### config.mk
export PLATFORM = sky130hd
export DESIGN_NAME = sync_fifo
export DESIGN_NICKNAME = d
export VERILOG_FILES = /design/src/rtl/add_stim_chk_sync_fifo.sv
export SDC_FILE = /design/constraint.sdc
export NUM_CORES = 1
export LEC_CHECK = 0
export ABC_AREA = 1
export CAP_MARGIN = 20
export CELL_PAD_IN_SITES_DETAIL_PLACEMENT = 0
export CELL_PAD_IN_SITES_GLOBAL_PLACEMENT = 1
export CORE_MARGIN = 8
export CORE_UTILIZATION = 40
export CTS_CLUSTER_SIZE = 8
export DETAILED_ROUTE_END_ITERATION = 10
export GPL_TIMING_DRIVEN = 1
export PLACE_DENSITY_LB_ADDON = 0.08
export SYNTH_ARGS = -nofsm -noshare
export SYNTH_HDL_FRONTEND = slang
export SYNTH_SLANG_ARGS = --single-unit
### constraint.sdc
create_clock -name clk -period 4.5 [get_ports clk]
set_clock_uncertainty 0.2 [all_clocks]
set_input_delay 0.9 -clock clk [delete_from_list [all_inputs] [get_ports clk]]
set_output_delay 0.9 -clock clk [all_outputs]
set_load 0.01 [all_outputs]
### src/rtl/add_stim_chk_sync_fifo.sv
// Small synchronous FIFO holding expected sums in issue order.
// Pointers carry an extra wrap bit so full and empty stay distinct.
module sync_fifo #(
   parameter int WIDTH = 9,
   parameter int DEPTH = 4
) (
   input  logic                      clk,
   input  logic                      srst,
   input  logic                      push,
   input  logic                      pop,
   input  logic                      flush,
   input  logic [WIDTH-1:0]          din,
   output logic [WIDTH-1:0]          dout,
   output logic                      full,
   output logic                      empty,
   output logic [$clog2(DEPTH):0]    count
);
   localparam int AW = $clog2(DEPTH);
   localparam logic [AW:0] DEPTH_C = DEPTH[AW:0];

   logic [WIDTH-1:0] mem_q [DEPTH];
   logic [AW:0]      wptr_q;
   logic [AW:0]      rptr_q;
   logic             do_push;
   logic             do_pop;

   assign count   = wptr_q - rptr_q;
   assign full    = (count == DEPTH_C);
   assign empty   = (count == '0);
   assign do_push = push && !full;
   assign do_pop  = pop && !empty;

   // Head is read combinationally so it can be compared in the pop cycle
   assign dout = mem_q[rptr_q[AW-1:0]];

   always_ff @(posedge clk) begin
      if (srst || flush) begin
         wptr_q <= '0;
         rptr_q <= '0;
      end else begin
         if (do_push) begin
            wptr_q <= wptr_q + 1'b1;
         end
         if (do_pop) begin
            rptr_q <= rptr_q + 1'b1;
         end
      end
   end

   always_ff @(posedge clk) begin
      if (do_push) begin
         mem_q[wptr_q[AW-1:0]] <= din;
      end
   end

endmodule

==> impl_metrics.tcl, run 1 <==
set metrics [dict create \
    syn-num-nets 189 \
    r2r-end "mem_q[1][1]$_DFFE_PP_" \
    via_per_inst 4.91 \
    whs_ns 0.374 \
    final_nets 220 \
    insertion_delay_ns 0.29 \
    p_comb_share_pct 17.4 \
    antenna_left 0 \
    rr_worst_depth 10 \
    syn_area_per_cell_um2 11.2 \
    max-vdd-ir-drop_v 0.000125 \
    report.final.slew_viol_count 0 \
    p_leak_nw 0.903 \
    cts_buffers 5 \
    areaGrowthSynthToFinish_pct 21.6 \
    yosysMostFrequentCell "edfxtp_1" \
    htreeDepth 2 \
    cts.path.max_buffers 2 \
    first_iter_violations 70 \
    synth_common_cells "edfxtp_1 (36), nor2_1 (33), nand2_1 (22)" \
    synth_cell_type_count 18 \
    hold_violations 0 \
    worstPathRequired_ns 3.40 \
    synth-edff-count 36 \
    vias 1248 \
    wl_per_cell_um 14.4 \
    grt_pass1_wl_um 6050 \
    drtPass1Iterations 4 \
    r2r_slack_ns 1.60 \
    status "finished clean" \
    synth-seq-area-share_pct 66.1 \
    period_share_pct 78.2 \
    rows 25 \
    yosysWarnings 0 \
    synthArstFlopShare_pct 0 \
    fmax_ghz 0.284 \
    grt_overflow 0 \
    slowest_stage "clkdlybuf4s50_1" \
    min_period_ns 3.52 \
    stdcell_area_um2 2280 \
    layout-drive-gt1-share_pct 7.50 \
    place_area_um2 2200 \
    rsz0062_at_grt "no" \
    drc 0 \
    dieArea_um2 7140 \
    hold_start "rptr_q[2]$_SDFFE_PP0P_" \
    grt_max_degree 20 \
    finalSetupViolations 0 \
    endpoint_kind "primary output" \
    syn_area_um2 1880 \
    hold_path_class "reg2reg" \
    totalWireLength_um 3650 \
    cts_resized 0 \
    critical-path-max-stage-delay_ns 0.53 \
    dp_hpwl_um 2560 \
    clkTransAtPathRegs_ns 0.08 \
    cp-start-kind "register" \
    grt_pass1_vias 1318 \
    netSwitchingFraction_pct 24.6 \
    cts.sinks 44 \
    dominantRegCellSynth "edfxtp_1" \
    power.switching_mw 0.208 \
    fin_setup_tns_ns 0 \
    p_int_mw 0.637 \
    crit_chain "inv_1 > ha_1 > fa_1 > inv_1 > nand2_1 > nand3_1 > nand3_2 > inv_1 > clkdlybuf4s50_1" \
    synthCells 168 \
    fill_cells 415 \
    die_y_um 84.5 \
    insertedDiodeCount 0 \
    cp_common_cell "inv_1" \
    synth.largest_area_cell "edfxtp_1" \
    dieWidth_um 84.5 \
    maxCapViolations 0 \
    synth_top_area_share_pct 57.6 \
    cts_setup_buffers 0 \
    pwr-share-seq_pct 55.3 \
    cp.arrival_ns 2.42 \
    path_class "reg2out" \
    cts_tree "built" \
    track_usage_pct 10.7 \
    power_density_nw_per_um2 370 \
    placed_cells 246 \
    slew_headroom_pct 38.2 \
    ioPinCount 28 \
    place.gp.congestion 0.666 \
    endpoint "full" \
    hold_buffers 0 \
    tightest_slew_ns 0.923 \
    ys_top_cells_by_area "edfxtp_1 (58%), dfxtp_1 (8.5%), nor2_1 (6.6%)" \
    final_cells 254 \
    reg2reg_from "wptr_q[0]$_SDFFE_PP0P_" \
    seq_area_um2 1240 \
    crit_start "wptr_q[0]$_SDFFE_PP0P_" \
    multi_input_area_um2 541 \
    cp_max_fo 5 \
    clock-root-buffer "clkbuf_8" \
    clockPowerShare_pct 27.3 \
    core_um2 4630 \
    fin_util_pct 49.3 \
    grt_antenna_before_repair 0 \
    synth_seq_cells 44 \
    start_util_pct 40.6 \
    io_buffers 27 \
]
[placed cells by master (no fill, tap or decap), types with 5 or more instances in the layout]
cell type / synthesis / final
o22ai_1: 9 / 9
dfxtp_1: 8 / 8
edfxtp_1: 36 / 36
o21ai_0: 18 / 18
inv_1: 20 / 20
ha_1: 6 / 6
nor2_1: 33 / 33
clkdlybuf4s50_1: 0 / 27
nand2_1: 22 / 22
clkbuf_8: 0 / 5
[layout make-up]
cell class	instances	share of cell area (%)
repair buffers	27	11.8
clock buffers	6	3.18
well taps	54	2.96
inverters	21	3.45
multi-input cells	100	23.7
clock inverters	2	0.548
flip-flops and latches	44	54.4
[state kept, by name, indices dropped and copies added (netlist names), named ones only]
register and cells:
rptr_q 3, wptr_q 3, mem_q 36
[worst min path at each step]
| stage | endpoint | slack [ns] | cells after the start |
|---|---|---|---|
| finish | rptr_q[2]$_SDFFE_PP0P_ | 0.37 | 2 |
| global route | rptr_q[2]$_SDFFE_PP0P_ | 0.42 | 2 |
| CTS | rptr_q[2]$_SDFFE_PP0P_ | 0.38 | 2 |
| detailed placement | rptr_q[2]$_SDFFE_PP0P_ | 0.37 | 2 |
| global placement | rptr_q[2]$_SDFFE_PP0P_ | 0.36 | 2 |
| floorplan | wptr_q[2]$_SDFFE_PP0P_ | 0.32 | 3 |
[through the flow]
| stage | total power, mW | setup slack, ns |
|---|---|---|
| after global routing | 0.886 | 0.759 |
| after CTS | 0.856 | 0.960 |
| after global placement | 0.622 | 1.31 |
| after detailed placement | 0.626 | 1.28 |
| after floorplan | 0.551 | 1.88 |
| final | 0.845 | 0.983 |
[layer usage]
| metal | part of all wire [%] | GRT usage, % | up-vias |
|---|---|---|---|
| li1 | - | - | 625 |
| met1 | 42 | 11.5 | 592 |
| met4 | 1.9 | 4.05 | 0 |
| met5 | 0 | 0 | - |
| met3 | 5.3 | 4.10 | 7 |
| met2 | 51 | 18.8 | 24 |
[cell families (layout without fill, tap and decap cells)]
| family | count (synthesis) | after routing | synth area share [%] |
|---|---|---|---|
| AOI/OAI and AO/OA | 28 | 28 | 8.06 |
| adders and majority gates | 7 | 7 | 5.06 |
| buffers and inverters | 24 | 56 | 5.13 |
| DFF | 44 | 44 | 66.1 |
| and+or+nand+nor | 65 | 65 | 15.7 |
[worst max-delay path: cells and delay by family (launching register included)]
family	cells	cell delay (ns)
DFF	1	0.36
and+or+nand+nor	3	0.31
adders and majority gates	2	0.64
buffers and inverters	4	0.84
[power by group through the flow]
stage / Combinational [mW] / Sequential (mW) / Clock [mW]
after detailed placement: 0.149 / 0.477 / 0
after global placement: 0.146 / 0.476 / 0
final: 0.147 / 0.467 / 0.231
after floorplan: 0.0797 / 0.471 / 0
after global routing: 0.165 / 0.469 / 0.252
after CTS: 0.150 / 0.467 / 0.239
Note: power is estimated with default switching activity, not from simulation.
==> run 2: changes to the inputs <==
--- a/config.mk
+++ b/config.mk
@@ -10,7 +10,7 @@
 export CELL_PAD_IN_SITES_DETAIL_PLACEMENT = 0
 export CELL_PAD_IN_SITES_GLOBAL_PLACEMENT = 1
 export CORE_MARGIN = 8
-export CORE_UTILIZATION = 40
+export CORE_UTILIZATION = 38
 export CTS_CLUSTER_SIZE = 8
 export DETAILED_ROUTE_END_ITERATION = 10
 export GPL_TIMING_DRIVEN = 1
==> constraint.sdc (replaced) <==
create_clock -name clk -period 3.15 [get_ports clk]
set_clock_uncertainty 0.2 [all_clocks]
set_input_delay 0.63 -clock clk [delete_from_list [all_inputs] [get_ports clk]]
set_output_delay 0.63 -clock clk [all_outputs]
set_load 0.01 [all_outputs]
==> run 2 against run 1 <==
Wire length is 3.4% higher. Setup slack worse by 0.80 ns. Critical path depth shrank 2. Register-to-register slack got worse by 0.92 ns. Power rose by 43%. First-iteration DRC count is 31% lower. Final area is 2.0% higher. Non-clock buffer count up 4. Flip-flop and latch count unchanged. Final cell count increased by 6.7%. Critical path type unchanged. Largest power group unchanged.
==> impl_metrics.tcl, run 2 (synthesis results as in run 1) <==
set metrics [dict create \
    max-vdd-ir-drop_v 0.000167 \
    final_nets 224 \
    status "finished clean" \
    whs_ns 0.368 \
    hold_depth 2 \
    track_usage_pct 11.1 \
    clkTransAtPathRegs_ns 0.08 \
    insertedDiodeCount 0 \
    cp_common_cell "inv_1" \
    grt_antenna_before_repair 0 \
    power.switching_mw 0.298 \
    r2r-end "mem_q[3][2]$_DFFE_PP_" \
    cts_setup_buffers 0 \
    grt_max_degree 19 \
    clock-root-buffer "clkbuf_8" \
    cp.arrival_ns 2.14 \
    slew_headroom_pct 62.8 \
    dieArea_um2 7450 \
    period_share_pct 94.3 \
    rsz0062_at_grt "no" \
    min_period_ns 2.97 \
    fin_setup_tns_ns 0 \
    rr_worst_depth 10 \
    netSwitchingFraction_pct 24.7 \
    crit_chain "inv_1 > ha_1 > fa_2 > inv_1 > nand2_2 > nand2_1 > clkdlybuf4s50_1" \
    cp_num_buf_inv 3 \
    p_leak_nw 0.929 \
    place.gp.congestion 0.721 \
    r2r_slack_ns 0.68 \
    core_um2 4750 \
    cp-start-kind "register" \
    die_y_um 86.3 \
    hold_violations 0 \
    reg2reg_from "wptr_q[0]$_SDFFE_PP0P_" \
    cts_buffers 5 \
    cts.path.max_buffers 2 \
    crit_start "wptr_q[0]$_SDFFE_PP0P_" \
    insertion_delay_ns 0.28 \
    layout_common_cells "edfxtp_1 (36), nor2_1 (33), clkdlybuf4s50_1 (25)" \
    drc 0 \
    hold_path_class "reg2reg" \
    grt_pass1_wl_um 6270 \
    vias 1267 \
    report.final.slew_viol_count 0 \
    cts.sinks 44 \
    final_common_cell "edfxtp_1" \
    hold_start "rptr_q[2]$_SDFFE_PP0P_" \
    drtPass1Iterations 4 \
    critical-path-max-stage-delay_ns 0.54 \
    maxCapViolations 0 \
    ioPinCount 28 \
    layout-drive-gt1-share_pct 10.3 \
    p_int_mw 0.908 \
    p_comb_share_pct 18.1 \
    largest_reg_flops 36 \
    tightest_slew_ns 0.557 \
    via_per_inst 4.68 \
    antenna_left 0 \
    wl_per_cell_um 13.9 \
    rows 25 \
    dp_hpwl_um 2670 \
    slowest_stage "clkdlybuf4s50_1" \
    cts_tree "built" \
    cp_max_fo 5 \
    first_iter_violations 48 \
    pwr-share-seq_pct 55.0 \
    dieWidth_um 86.3 \
    areaGrowthSynthToFinish_pct 24.0 \
    finalSetupViolations 0 \
    htreeDepth 2 \
    grt_pass1_vias 1341 \
    grt_overflow 0 \
    worstHoldEndpoint "rptr_q[2]$_SDFFE_PP0P_" \
    power_density_nw_per_um2 518 \
    start_util_pct 39.5 \
    path_class "reg2out" \
    worstPathRequired_ns 2.32 \
    io_buffers 27 \
    clockPowerShare_pct 26.9 \
    crit_family "buffers and inverters" \
    totalWireLength_um 3770 \
    endpoint_kind "primary output" \
    fmax_ghz 0.337 \
]
run 2: how the worst max path moves through the flow:
stage	to	slack [ns]	cells past startpoint
2_1_floorplan	mem_q[0][0]$_DFFE_PP_	0.68	10
3_3_place_gp	full	0.24	8
3_5_place_dp	full	0.15	8
4_1_cts	count[2]	0.09	7
5_1_grt	full	0.004	8
6_report	count[2]	0.18	7
run 2: what timing repair did:
action | CTS | global route
gates resized for setup | 3 | 2
pin swaps | 0 | 0
hold buffers | 0 | 0
endpoints found under the setup margin | 2 | 2
run 2: per-layer routing:
layer	vias to the layer above	routed length, um	track usage, %
li1	636	-	-
met1	603	1550	11.3
met5	-	0	0
met2	24	2040	20.6
met4	0	42	5.16
met3	4	143	2.93
run 2: area by class of cell:
class / instances / area [um2]
sequential: 44 / 1240
multi-input combinational: 100 / 543
timing repair buffer: 31 / 299
inverter: 21 / 78.8
clock inverter: 3 / 13.8
tap: 67 / 83.8
fill: 436 / 2430
clock buffer: 5 / 68.8
run 2: worst register-to-register path, delay by kind of cell (launching register included):
kind | cells | cell delay (ns)
buf+inv | 3 | 0.55
fa+ha+maj | 2 | 0.58
flops | 1 | 0.37
simple gates | 5 | 0.43
run 2: power groups by stage:
stage               clock network, mW  logic (mW)  registers, mW
detailed placement                  0       0.224          0.677
global placement                    0       0.221          0.676
CTS                             0.337       0.222          0.663
finish                          0.325       0.218          0.663
global route                    0.359       0.246          0.666
floorplan                           0       0.114          0.673
run 2: through the flow:
stage	cell area (um2)	util, %	power (mW)	worst slack (ns)	instances
global route	2330	49.0	1.27	0.00425	271
CTS	2320	48.9	1.22	0.0938	271
floorplan	1880	-	0.787	0.684	168
detailed placement	2240	47.2	0.901	0.149	263
global placement	2240	47.2	0.896	0.240	263
finish	2330	49.0	1.21	0.179	271
